## src/rtl/sha1_pad_pkg.sv

```systemverilog
// Shared types and constants for the SHA-1 message padder.
package sha1_pad_pkg;

  typedef enum logic [2:0] {
    S_DATA,
    S_PAD,
    S_FILL,
    S_ZERO,
    S_LEN_HI,
    S_LEN_LO
  } pad_state_e;

  localparam logic [7:0] PAD_BYTE        = 8'h80;
  localparam logic [3:0] LEN_HI_IDX      = 4'd14;
  localparam logic [3:0] LEN_LO_IDX      = 4'd15;
  localparam int         WORDS_PER_BLOCK = 16;
  localparam logic [3:0] LAST_ZERO_IDX   = LEN_HI_IDX - 4'd1;

endpackage

```

## src/rtl/sha1_word_packer.sv

```systemverilog
// Byte-to-word assembly buffer: up to three pending bytes plus the 0x80-terminated flush word.
module sha1_word_packer
  import sha1_pad_pkg::*;
(
  input  logic        clk,
  input  logic        reset_n,
  input  logic        push,
  input  logic        flush,
  input  logic [7:0]  byte_in,
  output logic [1:0]  pos,
  output logic [31:0] full_word,
  output logic [31:0] pad_word
);

  // Bytes shift in from the right, so the newest byte is always in [7:0].
  logic [23:0] word_buf_q;
  logic [1:0]  pos_q;

  always_ff @(posedge clk) begin
    if (!reset_n || flush) begin
      word_buf_q <= '0;
      pos_q      <= '0;
    end else if (push) begin
      word_buf_q <= {word_buf_q[15:0], byte_in};
      pos_q      <= pos_q + 2'd1;
    end
  end

  assign pos       = pos_q;
  assign full_word = {word_buf_q, byte_in};

  always_comb begin
    pad_word = {PAD_BYTE, 24'h0};
    case (pos_q)
      2'd0:    pad_word = {PAD_BYTE, 24'h0};
      2'd1:    pad_word = {word_buf_q[7:0], PAD_BYTE, 16'h0};
      2'd2:    pad_word = {word_buf_q[15:0], PAD_BYTE, 8'h0};
      default: pad_word = {word_buf_q, PAD_BYTE};
    endcase
  end

endmodule

```

## src/rtl/sha1_msg_padder.sv

```systemverilog
// SHA-1 message padder: byte stream in, padded 16-word blocks out.
// Valid/ready: a beat transfers on a rising edge where valid && ready; a held word stays stable until taken.
module sha1_msg_padder
  import sha1_pad_pkg::*;
(
  input  logic        clk,
  input  logic        reset_n,
  input  logic        in_valid,
  output logic        in_ready,
  input  logic [7:0]  in_data,
  input  logic        in_last,
  input  logic        in_empty,
  output logic        out_valid,
  input  logic        out_ready,
  output logic [31:0] out_data,
  output logic [3:0]  out_word_idx,
  output logic        out_block_end,
  output logic        out_msg_end,
  output logic        busy
);

  pad_state_e  state_q, state_d;
  logic [60:0] len_bytes_q;
  logic [3:0]  next_idx_q;
  logic [63:0] bit_len;
  logic [1:0]  pos;
  logic [31:0] full_word, pad_word;
  logic        accept, push, can_load;
  logic        load_en, load_msg_end, flush;
  logic [31:0] load_data;

  assign bit_len  = {len_bytes_q, 3'b000};
  assign can_load = !out_valid || out_ready;
  assign accept   = in_valid && in_ready;
  assign push     = accept && !(in_last && in_empty);

  sha1_word_packer u_packer (
    .clk       (clk),
    .reset_n   (reset_n),
    .push      (push),
    .flush     (flush),
    .byte_in   (in_data),
    .pos       (pos),
    .full_word (full_word),
    .pad_word  (pad_word)
  );

  always_ff @(posedge clk) begin
    if (!reset_n) state_q <= S_DATA;
    else          state_q <= state_d;
  end

  // A pad word at index 15 already closes its block, so the extra block starts directly with zeros.
  always_comb begin
    state_d = state_q;
    case (state_q)
      S_DATA:   if (accept && in_last) state_d = S_PAD;
      S_PAD:    if (can_load) begin
                  if (next_idx_q < LAST_ZERO_IDX || next_idx_q == LEN_LO_IDX) state_d = S_ZERO;
                  else if (next_idx_q == LAST_ZERO_IDX)                        state_d = S_LEN_HI;
                  else                                                         state_d = S_FILL;
                end
      S_FILL:   if (can_load && next_idx_q == LEN_LO_IDX)    state_d = S_ZERO;
      S_ZERO:   if (can_load && next_idx_q == LAST_ZERO_IDX) state_d = S_LEN_HI;
      S_LEN_HI: if (can_load) state_d = S_LEN_LO;
      S_LEN_LO: if (can_load) state_d = S_DATA;
      default:  state_d = S_DATA;
    endcase
  end

  always_comb begin
    in_ready     = 1'b0;
    load_en      = 1'b0;
    load_data    = '0;
    load_msg_end = 1'b0;
    flush        = 1'b0;
    case (state_q)
      S_DATA: begin
        in_ready  = reset_n && !(pos == 2'd3 && !can_load);
        load_en   = push && pos == 2'd3;
        load_data = full_word;
      end
      S_PAD: begin
        load_en   = can_load;
        load_data = pad_word;
        flush     = can_load;
      end
      S_FILL, S_ZERO: load_en = can_load;
      S_LEN_HI: begin
        load_en   = can_load;
        load_data = bit_len[63:32];
      end
      S_LEN_LO: begin
        load_en      = can_load;
        load_data    = bit_len[31:0];
        load_msg_end = 1'b1;
        flush        = can_load;
      end
      default: ;
    endcase
  end

  always_ff @(posedge clk) begin
    if (!reset_n) begin
      len_bytes_q   <= '0;
      next_idx_q    <= '0;
      out_valid     <= 1'b0;
      out_data      <= '0;
      out_word_idx  <= '0;
      out_block_end <= 1'b0;
      out_msg_end   <= 1'b0;
    end else begin
      if (state_q == S_LEN_LO && load_en) len_bytes_q <= '0;
      else if (push)                      len_bytes_q <= len_bytes_q + 61'd1;
      if (load_en) begin
        out_valid     <= 1'b1;
        out_data      <= load_data;
        out_word_idx  <= next_idx_q;
        out_block_end <= (next_idx_q == 4'(WORDS_PER_BLOCK - 1));
        out_msg_end   <= load_msg_end;
        next_idx_q    <= next_idx_q + 4'd1;
      end else if (out_ready) begin
        out_valid <= 1'b0;
      end
    end
  end

  // The length word still waiting in the output register counts as pending padding.
  assign busy = (state_q != S_DATA) || (len_bytes_q != '0) || (out_valid && out_msg_end);

endmodule

```

## config.mk

```make
export PLATFORM = sky130hd
export DESIGN_NAME = sha1_msg_padder
export DESIGN_NICKNAME = d
export VERILOG_FILES = /design/src/rtl/sha1_pad_pkg.sv /design/src/rtl/sha1_word_packer.sv /design/src/rtl/sha1_msg_padder.sv
export SDC_FILE = /design/constraint.sdc
export NUM_CORES = 1
export LEC_CHECK = 0
export ABC_AREA = 1
export BUFFER_PORTS_ARGS = -buffer_cell sky130_fd_sc_hd__buf_2
export CAP_MARGIN = 20
export CORE_MARGIN = 2
export CORE_UTILIZATION = 57
export CTS_BUF_LIST = sky130_fd_sc_hd__clkbuf_8
export DETAILED_ROUTE_END_ITERATION = 8
export PLACE_DENSITY_LB_ADDON = 0.25
export SLEW_MARGIN = 20
export SYNTH_ARGS = -nofsm -noshare
export SYNTH_HDL_FRONTEND = slang
export SYNTH_SLANG_ARGS = --single-unit
export TNS_END_PERCENT = 100
```

## constraint.sdc

```tcl
create_clock -name clk -period 1.94 [get_ports clk]
set_clock_uncertainty 0.15 [all_clocks]
set_input_delay 0.194 -clock clk [delete_from_list [all_inputs] [get_ports clk]]
set_output_delay 0.194 -clock clk [all_outputs]
set_load 0.02 [all_outputs]
```

Word-level counts from Yosys, hierarchy flattened
Index checks and enable logic that the tools add are counted.
{ "totals": {"latch_bits": 0, "elab_cells": 78, "ff_bits": 133, "n_memories": 0, "in_bits": 14, "romBits": 0, "out_inout_bits": 41, "ram_bits": 0} }
{ "classes": {"n_mux": 17, "shifts": 0, "n_lt_le_gt_ge": 1, "n_addsub": 3, "n_eq_ne": 16, "reduce_logical": 30, "mul": 0, "div_mod_pow": 0, "n_bitwise": 1} }
{ "ops": {"columns": ["operator", "n"], "rows": [
  ["32-bit one-hot mux with 4 select lines", 1],
  ["32-bit one-hot mux with 3 select lines", 1],
  ["61-bit by 1-bit adder with 61-bit output, second input constant", 1],
  ["61-bit nonzero test", 1],
  ["3-bit two-way mux", 8],
  ["3-bit one-hot mux with 6 select lines", 1],
  ["2-bit inequality test, second input constant", 6],
  ["1-bit logical AND", 11],
  ["4-bit == test, second input constant", 2],
  ["3-bit by 2-bit == test with 1-bit output, second input constant", 2],
  ["3-bit == test, second input constant", 2],
  ["6-bit AND reduction", 1],
  ["1-bit zero test", 5],
  ["1-bit logical OR", 5],
  ["1-bit two-way mux", 5],
  ["5-bit OR reduction", 1],
  ["4-bit by 1-bit adder with 4-bit output, second input constant", 1],
  ["2-bit == test, second input constant", 2],
  ["4-bit < comparator, second input constant", 1],
  ["2-bit OR reduction", 2],
  ["3-bit by 1-bit == test with 1-bit output, second input constant", 1],
  ["3-bit zero test", 1],
  ["3-bit nonzero test", 1],
  ["2-bit by 1-bit adder with 2-bit output, second input constant", 1],
  ["5 further kinds", 5]
]} }

Depth between registers and ports, before layout
{ "logic_depth": {"word_depth": 13, "ltp_mapped": 11, "mapped_depth_nobuf": 11} }

By module
Synthesis repeated with hierarchy kept, for this count alone.
{ "hier_totals": {"cells_unflattened": 1307, "hier_area_um2": 8082.8} }
{ "modules_own_cells": {"columns": ["module", "area_each_um2", "instances", "cells_each", "seq_area_each_um2"], "rows": [
  ["sha1_msg_padder", 6608.8, 1, 1086, 2142.1],
  ["sha1_word_packer", 1473.9, 1, 221, 520.5]
]} }

Least setup slack after synthesis
No wires, ideal clock.
{ "synth_timing": {"path_kind": "reg-to-reg", "startpoint": "reg u_packer.pos_q[0] (netlist: u_packer.pos[0])", "endpoint": "reg len_bytes_q[16]", "arrival_ps": 1586, "required_time_ps": 1668, "setup_ps": 122, "period_less_slack_ps": 1858, "path_slack_ps": 82, "stages_incl_launch_ff": 11, "n_path_buf": 1, "path_cell_list": "dfxtp_1 -> ha_1 -> inv_1 -> nor2_1 -> nor2_4 -> nand3_4 -> buf_6 -> nor2_4 -> nand2_1 -> o21ai_0 -> a21oi_1"} }
{ "synth_via": {"elab_chain_len": 11} }
{ "synth_lines": {"columns": ["item", "line_no", "text"], "rows": [
  ["start, declared", "sha1_word_packer.sv:17", "logic [1:0] pos_q;"],
  ["start signal, assigned", "sha1_word_packer.sv:25", "pos_q <= pos_q + 2'd1;"],
  ["2-bit == test (*)", "sha1_msg_padder.sv:79", "in_ready = reset_n && !(pos == 2'd3 && !can_load);"],
  ["1-bit logical AND (*)", "sha1_msg_padder.sv:79", null],
  ["1-bit zero test (*)", "sha1_msg_padder.sv:79", null],
  ["1-bit logical AND (*)", "sha1_msg_padder.sv:79", null],
  ["1-bit two-way mux (*)", "sha1_msg_padder.sv:77", "case (state_q)"],
  ["via in_ready", "sha1_msg_padder.sv:9", "output logic in_ready,"],
  ["1-bit logical AND (*)", "sha1_msg_padder.sv:34", "assign accept = in_valid && in_ready;"],
  ["1-bit logical AND (*)", "sha1_msg_padder.sv:35", "assign push = accept && !(in_last && in_empty);"],
  ["1-bit logical AND", "sha1_msg_padder.sv:80", "load_en = push && pos == 2'd3;"],
  ["1-bit one-hot mux with 2 select lines", "sha1_msg_padder.sv:77", null],
  ["1-bit logical AND", "sha1_msg_padder.sv:113", "if (state_q == S_LEN_LO && load_en) len_bytes_q <= '0;"],
  ["2-bit OR reduction (no line)", null, null],
  ["end signal, assigned", "sha1_msg_padder.sv:114", "else if (push) len_bytes_q <= len_bytes_q + 61'd1;"],
  ["end, declared", "sha1_msg_padder.sv:23", "logic [60:0] len_bytes_q;"]
]} }
Mark *: on every way through the listed nets, which the timed path passes. The rest lies on a longest branch.
A chain may end at the register's enable or synchronous reset.

Worst setup path after layout
{ "layout_timing": {"startpoint": "reg len_bytes_q[36]", "endpoint": "out busy"} }
{ "layout_via": {"elab_chain_len": 3} }
{ "layout_lines": {"columns": ["item", "line_no", "text"], "rows": [
  ["61-bit nonzero test", "sha1_msg_padder.sv:129", "assign busy = (state_q != S_DATA) || (len_bytes_q != '0) || (out_valid && out_msg_end);"],
  ["1-bit logical OR (2 in series)", "sha1_msg_padder.sv:129", null],
  ["end, declared", "sha1_msg_padder.sv:19", "output logic busy"]
]} }
Every way passes these cells.

==> reports/qor.txt <==
Run status: complete, but fails checks
Failing checks: negative setup slack
Final slew viol count: 0
Fmax achieved: 441 MHz
Pre-CTS setup slack: -0.0258 ns
Reg2reg start: state_q[2]
DR iter-0 viols: 1556
Die Area: 13900 µm²
CP peak stage delay: 0.37 ns
Sequential share of the synthesized area: 36.1%
Number of synthesized flops with an enable pin: 0
Post-synthesis compound-gate area fraction: 13.0%
I/O Pins: 55
Final min period: 2.27 ns
Mapped Area: 7380 µm²
Largest area contributor in the netlist: dfxtp_1
Routed Antenna Nets: 0
H-tree depth: 4
Count leader, synth: nand2_1
Clock Tree Root: clkbuf_8
Clock sinks: 133
Starting Density: 58.5%
Largest net degree at the start of global routing: 52
Num CTS Buffers: 17
Core ar.: 12600 µm²
Flops & latches, synth: 133
Synth top area share: 36.1%
Post-Synth XOR/XNOR Area: 2.85%
Hold_sp: in_last
Crit end category: output pin
Cell count after synthesis: 1134
Finish-stage setup viols: 107
Syn Area/Cell: 6.51 µm²
Least-Margin Pin Slew: 0.474 ns
CTS tree: built
Total Neg Setup Slack: -9.84 ns
GP Congestion: 1.08
RSZ-0062 raised after global routing: true
Crit path required time: 1.60 ns
PnR worst setup slack: -0.326 ns
Routed len/inst: 20.6 µm
Post-synthesis mux area share: 0%
DRC: 0
Syn-to-layout area delta: 34.1%
Largest cells by area after synthesis: dfxtp_1 36%, nand2_1 15%, nor2_1 9.3%, inv_1 6.3%, a21oi_1 6.1%
Pwr Density: 1120 nW/µm²
CP arrival: 1.92 ns
Number of distinct library cells after synthesis: 38
Setup Crit Path Kind: reg2out
Vias: 8988
Num rows: 41
Main combinational cell family by area after synthesis: simple AND/OR/NAND/NOR gates
Hpwl dp: 19200 µm
Max rail drop VDD: 0.667 mV
Global route overflow: 0
Most instantiated cells after synthesis: 293 x nand2_1, 183 x nor2_1, 133 x dfxtp_1
Ys async rst share: 0%
First-pass GRT wire length: 39700 µm
Worst skew pair latency: 0.47 ns
Crit-path max FO: 4
Final Hold Viols: 0
Pre-Repair DR Iteration Count: 7
Post-synthesis net count: 1158
Clock-pin slew on the worst setup and hold paths: 0.09 ns
Ys Warns: 0
Die H: 118 µm
R2R Setup Slk: -0.17 ns
Chip width: 118 µm
Synth Area in Simple Gates: 37.5%
Max cap viols: 0
Number of diodes: 0
Port-buffer cells: 54
Leakage: 4.03 nW
Adder-cell share of the synthesized area: 1.70%
Max Root-Sink Buffers: 2
Vias in the first global route: 7371
Nets: 1321
Slew HR: 68.4%
Global Route Usage Sum: 36.8%
Crit path top cell by count: nor3_2
Slowest stage cell, crit path: dfxtp_1
HP Class: in2reg
Prevailing post-synth register cell: dfxtp_1
CP startpoint: len_bytes_q[36]
Post-Route WL: 30500 µm
Initial antenna violation count: 0
Layout cells sized above 1: 25.2%
Via density per instance: 6.06
Power, Total: 11.1 mW
Nature of the critical path startpoint: flop
Crit share post-route: 117%
Worst path cell trace: inv_1, nand4_1, nor3_2, nand2_1, nor3_2, nand3_2, buf_6
Fill cell count: 942
[layout make-up]
type | count | area (µm²) | share of cell area [%]
clock inverters | 15 | 136 | 1.38
clock buffers | 17 | 234 | 2.36
repair buffers | 182 | 1680 | 16.9
inverters | 125 | 479 | 4.84
flip-flops and latches | 133 | 2680 | 27.1
multi-input cells | 838 | 4470 | 45.2
well taps | 172 | 215 | 2.18
[registers in the layout, indices dropped and copies added (netlist names)]
name	cells
out_block_end	1
out_valid	1
u_packer.pos	2
u_packer.word_buf_q	24
out_msg_end	1
len_bytes_q	61
out_word_idx	4
state_q	3
out_data	32
next_idx_q	4
[critical path: cells and delay by family (launching register included)]
family                 cells  cell delay [ns]
flip-flops                 1             0.37
AND/OR/NAND/NOR            5             0.79
buffers and inverters      2             0.29
[final timing paths]
path / to / depth (start not counted)
worst max-delay path: busy / 7
worst min-delay path: state_q[2] / 5
worst max register to register: out_block_end / 10
worst min register to register: u_packer.word_buf_q[19] / 2
[cell families after synthesis]
logic type,Yosys count
simple gates,628
compound gates,176
buf+inv,163
flops,133
xor+xnor,24
fa+ha+maj,10
[where the power goes]
| part | leakage (nW) | switching (mW) | internal (mW) |
|---|---|---|---|
| clock | 0.190 | 1.36 | 0.943 |
| sequential | 1.09 | 0.323 | 3.13 |
| combinational | 2.75 | 3.11 | 2.24 |
| total | 4.03 | 4.79 | 6.31 |
[layout by cell type, fill, tap and decap left out, types with 20 or more instances in the layout]
cell / count
buf_2: 52
nand4_1: 46
xor2_1: 22
nand2_2: 20
nor2_1: 167
o21ai_0: 32
dfxtp_1: 119
nor2_4: 20
buf_4: 80
nand2_1: 269
a21oi_1: 79
nand3_1: 47
inv_1: 117
[metal layers]
metal,up-vias,GRT usage [%],routed length [µm]
met5,-,0,0
met4,0,11.6,1570
met3,164,7.22,3610
met2,674,56.9,13300
met1,4117,51.7,11900
li1,4033,-,-
[per-stage QoR]
stage | area, µm² | instances | hold WS (ns) | utilization [%]
final | 9890 | 1482 | 0.122 | 78.4
after global placement | 8390 | 1403 | 0.296 | 66.5
after CTS | 8910 | 1446 | 0.0726 | 70.6
after floorplan | 7380 | 1134 | 0.188 | -
after detailed placement | 8390 | 1403 | 0.301 | 66.5
after global routing | 9890 | 1482 | 0.149 | 78.4
[what timing repair did]
action,CTS,global route
endpoints found under the setup margin,16,96
hold buffers,9,0
buffers inserted,2,20
pin swaps,4,34
cloned,0,17
endpoints found under the hold margin,15,0
resized for setup,14,156
No activity file was read; power rests on OpenSTA's default activity.
